[config.mk]
export PLATFORM = sky130hd
export DESIGN_NAME = pipe_stage_chain
export DESIGN_NICKNAME = d
export VERILOG_FILES = /design/src/rtl/pipe_stage_chain.sv
export SDC_FILE = /design/constraint.sdc
export NUM_CORES = 1
export LEC_CHECK = 0
export CAP_MARGIN = 20
export CORE_ASPECT_RATIO = 1.2
export CORE_UTILIZATION = 49
export DETAILED_ROUTE_END_ITERATION = 6
export HOLD_SLACK_MARGIN = 0.1
export PLACE_DENSITY_LB_ADDON = 0.3
export SETUP_SLACK_MARGIN = 0.5
export SLEW_MARGIN = 0
export SYNTH_ARGS = -nofsm -noshare
export SYNTH_HDL_FRONTEND = slang
export SYNTH_SLANG_ARGS = --single-unit
[constraint.sdc]
create_clock -name clk -period 7.7 [get_ports clk]
set_input_delay 1.54 -clock clk [delete_from_list [all_inputs] [get_ports clk]]
set_output_delay 1.54 -clock clk [all_outputs]
set_load 0.1 [all_outputs]
[src/rtl/pipe_stage_chain.sv]
// Parametrised pipeline register chain with per-stage valid, stall and flush,
// output backpressure, optional bubble-collapse, and saturating hazard counters.
module pipe_stage_chain #(
    parameter int WIDTH    = 32,
    parameter int STAGES   = 4,
    parameter int COLLAPSE = 0
) (
    input  logic                      clk,
    input  logic                      rst,
    input  logic                      in_valid,
    input  logic [WIDTH-1:0]          in_data,
    output logic                      in_ready,
    input  logic [STAGES-1:0]         stall_req,
    input  logic [STAGES-1:0]         flush_req,
    input  logic                      out_ready,
    output logic                      out_valid,
    output logic [WIDTH-1:0]          out_data,
    output logic [STAGES-1:0]         stage_valid,
    output logic [STAGES*WIDTH-1:0]   stage_data,
    input  logic                      clr_stats,
    output logic [15:0]               stall_cnt,
    output logic [15:0]               flush_cnt
);

    function automatic logic [15:0] sat_inc(input logic [15:0] c);
        return (c == 16'hFFFF) ? c : c + 16'd1;
    endfunction

    logic [WIDTH-1:0]  data_p [STAGES];
    logic [STAGES-1:0] vld_p;
    logic [STAGES-1:0] hold;
    logic [STAGES-1:0] kill;
    logic [15:0]       stall_cnt_r;
    logic [15:0]       flush_cnt_r;

    // Hold propagates from the consumer toward stage 0; kill accumulates from the oldest stage down.
    always_comb begin
        logic h;
        logic k;
        h    = ~out_ready;
        k    = 1'b0;
        hold = '0;
        kill = '0;
        for (int i = STAGES - 1; i >= 0; i--) begin
            if (COLLAPSE != 0) begin
                h = stall_req[i] | (vld_p[i] & h);
            end else begin
                h = stall_req[i] | h;
            end
            hold[i] = h;
            k       = k | flush_req[i];
            kill[i] = k;
        end
    end

    always_ff @(posedge clk) begin
        if (rst) begin
            vld_p <= '0;
            for (int i = 0; i < STAGES; i++) begin
                data_p[i] <= '0;
            end
        end else begin
            if (hold[0]) begin
                vld_p[0] <= vld_p[0] & ~kill[0];
            end else begin
                data_p[0] <= in_data;
                vld_p[0]  <= in_valid & ~kill[0];
            end
            // Flush clears valid even on held stages; data only moves when the stage advances.
            for (int i = 1; i < STAGES; i++) begin
                if (hold[i]) begin
                    vld_p[i] <= vld_p[i] & ~kill[i];
                end else if (hold[i-1]) begin
                    vld_p[i] <= 1'b0;
                end else begin
                    data_p[i] <= data_p[i-1];
                    vld_p[i]  <= vld_p[i-1] & ~kill[i-1];
                end
            end
        end
    end

    always_ff @(posedge clk) begin
        if (rst || clr_stats) begin
            stall_cnt_r <= '0;
            flush_cnt_r <= '0;
        end else begin
            if (in_valid && hold[0]) begin
                stall_cnt_r <= sat_inc(stall_cnt_r);
            end
            if (|flush_req) begin
                flush_cnt_r <= sat_inc(flush_cnt_r);
            end
        end
    end

    assign in_ready    = ~hold[0];
    assign out_valid   = vld_p[STAGES-1];
    assign out_data    = data_p[STAGES-1];
    assign stage_valid = vld_p;
    assign stall_cnt   = stall_cnt_r;
    assign flush_cnt   = flush_cnt_r;

    for (genvar g = 0; g < STAGES; g++) begin : g_pack
        assign stage_data[g*WIDTH +: WIDTH] = data_p[g];
    end

endmodule
==> results.ini <==
[sta]
slew_headroom = 0.304
drv_slew = 0
fmax_ghz = 0.174
min_period_ps = 5750
rsz0062_at_grt = false
fin_setup_tns_ps = 0
hold_violations = 0
timing.final.crit_share = 0.747
fin_skew_ps = 7.10
worst_pin_slew_ps = 1040
setup_viol = 0

[critical_path]
crit_path_end_kind = primary output
cp_top_family = buffers and inverters
crit_buf_inv = 2
crit_path_frequent_cell = clkdlybuf4s50_1
max_stage_delay_ps = 1170
crit_slowest_cell = clkdlybuf4s50_1
worstSetupPathType = primary input to primary output
start_kind = primary input
worstPathRequired_ps = 6160
crit_chain = clkdlybuf4s50_1 > or4b_1 > nor2_1 > clkdlybuf4s50_1
arrival_ps = 4210
cp_max_fo = 9

[layout]
area_growth_pct = 43.0
antenna_cells = 0
nFillCells = 975
multiInputGateArea_mm2 = 0.00204
drive_above_1_share = 0.0680
post-route-util = 0.719
final_nets = 799
ff_latch_area_mm2 = 0.00456

[run_status]
status = finished with violations
violations = design-rule violations

[global_route]
grt_max_degree = 66
overflow = 0
grt_pass1_vias = 4946
antenna_found_initial = 0
grt_usage = 0.224
grt_pass1_wl_um = 25600

[route]
viasPerCell = 5.32
wl_per_cell_um = 17.2
detailroute.via_count = 4977
first_pass_iters = 7
drcViolationCount = 39
ant_nets = 0
drt-total-wl_um = 16100
first_iter_violations = 235

[floorplan]
ios = 243
die_w_um = 111
die_h_um = 133
die_area_mm2 = 0.0147
start_util = 0.503
coreArea_mm2 = 0.0139
num_rows = 47

[pwr]
p_leak_nw = 3.53
clkPwrFrac = 0.389
swShare = 0.306
switchingPower_mw = 0.735
p_int_mw = 1.67
comb_power_share = 0.192
vdd_drop_max_mv = 0.165
seqPwrFrac = 0.420
p_per_area_mw_per_mm2 = 240

[clock_tree]
cts_max_path_buffers = 2
cts_hold_buf = 0
cts_buffers = 17
clock_latency_ps = 410
cts.root.buffer_cell = clkbuf_16
cts_sinks = 164
cts_resized = 0
cts_tree = built
cts_max_level = 4
cts_setup_buffers = 0
clk_pin_slew_ps = 70

[yosys]
syn-mean-instance-area_um2 = 12.8
seq_area_frac_synth = 0.654
syn_nets = 592
synth_cells = 545
synth-seq-cells = 164
synth_area_mm2 = 0.00698
yosysUniqueCellTypes = 51
synth-async-reset-ratio = 0
synth_edf_count = 128
ys.flop_type = edfxtp_1
yosys_warnings = 0

[placed_design]
io_buffers = 242
post-dp-hpwl_um = 11600
place_congestion = 0.839

[hold_path]
min_path_type = flip-flop to flip-flop

[run]
cap_violations = 0

[per-layer routing]
| metal | global-route usage | vias to the layer above | routed length [µm] |
|---|---|---|---|
| met5 | 0 | - | 0 |
| met4 | 0.106 | 0 | 413 |
| met3 | 0.0614 | 29 | 1150 |
| met2 | 0.380 | 214 | 8150 |
| met1 | 0.266 | 2345 | 6410 |
| li1 | - | 2389 | - |
[final timing paths]
| check | cells after the start | end | slack (ps) | start |
|---|---|---|---|---|
| worst max-delay path | 4 | in_ready | 1950 | stall_req[2] |
| worst min-delay path | 2 | stall_cnt[15] | 500 | stall_cnt[15] |
| worst max register to register | 5 | stall_cnt[15] | 5720 | stall_cnt[0] |
| worst min register to register | 2 | stall_cnt[15] | 500 | stall_cnt[15] |
[worst reg2reg max path: stages, from the launching register on]
cell and delay (ps):
dfxtp_1 450, ha_1 270, nand4_1 170, or4_1 660, a41oi_2 220, a21boi_2 160
[power groups by stage]
stage          clock network (mW)  logic [mW]  registers (mW)
4_1_cts                     0.943       0.459            1.01
5_1_grt                     0.985       0.469            1.01
3_3_place_gp                    0       0.456            1.03
2_1_floorplan                   0       0.104            1.27
6_report                    0.933       0.460            1.01
3_5_place_dp                    0       0.459            1.03
[through the flow]
stage          cells  power, mW  setup WS, ps  instance area (µm²)  hold slack (ps)
2_1_floorplan    545       1.38          2600                 6980              923
3_3_place_gp     903       1.48          2010                 9300              472
3_5_place_dp     903       1.49          1940                 9300              491
4_1_cts          935       2.41          1950                 9950              503
5_1_grt          936       2.47          1850                 9980              520
6_report         936       2.40          1950                 9980              499
[state kept, by name (all words and copies together) (netlist names)]
signal,cells
stall_cnt,16
data_p,128
flush_cnt,16
stage_valid,4
[cell usage after synthesis (all sizes together), types with 5 or more instances]
cell type | count | share of area
a21oi | 16 | 0.011
a31oi | 5 | 0.0045
nor4 | 10 | 0.0090
or4 | 9 | 0.0097
inv | 5 | 0.0027
or3 | 9 | 0.0081
o31ai | 8 | 0.0086
mux2i | 5 | 0.0072
nand4 | 14 | 0.013
o21ai | 14 | 0.011
edfxtp | 128 | 0.55
nand3 | 15 | 0.011
and2 | 128 | 0.11
buf | 38 | 0.040
clkbuf | 23 | 0.013
nor3 | 9 | 0.0072
nor2 | 11 | 0.0063
dfxtp | 36 | 0.10
and4 | 7 | 0.0088
nand2 | 16 | 0.0086
[logic make-up after synthesis]
family / Yosys count / synth area share
AND/OR/NAND/NOR: 242 / 0.211
flip-flops: 164 / 0.654
AO/OA/AOI/OAI: 66 / 0.0685
buffers and inverters: 66 / 0.0559
multiplexers: 5 / 0.00717
adder cells (fa/ha/maj): 2 / 0.00358
[area by class of cell]
cell class / count / area share
clock inverters: 14 / 0.0223
flip-flops and latches: 164 / 0.457
inverters: 5 / 0.00188
multi-input cells: 315 / 0.204
clock buffers: 18 / 0.0430
well taps: 171 / 0.0214
repair buffers: 249 / 0.250
[cell usage in the layout (no fill, tap or decap), drive strengths merged, types with 3 or more instances in the layout]
cell type and n:
nor4 10, and3 3, inv 10, mux2i 5, clkbuf 18, clkdlybuf4s50 242, clkinv 4, bufinv 5
a21oi 16, o21ai 14, or4 9, o31ai 8, nand2b 3, or3 9, dfxtp 36, nand4 14
and2 128, nand2 16, edfxtp 128, buf 7, and4 7, nand3 15, o41ai 3, a31oi 5
a41o 3, or2 3, o311ai 3, nor2 11, nor3 9
(Power assumes the default switching activity.)
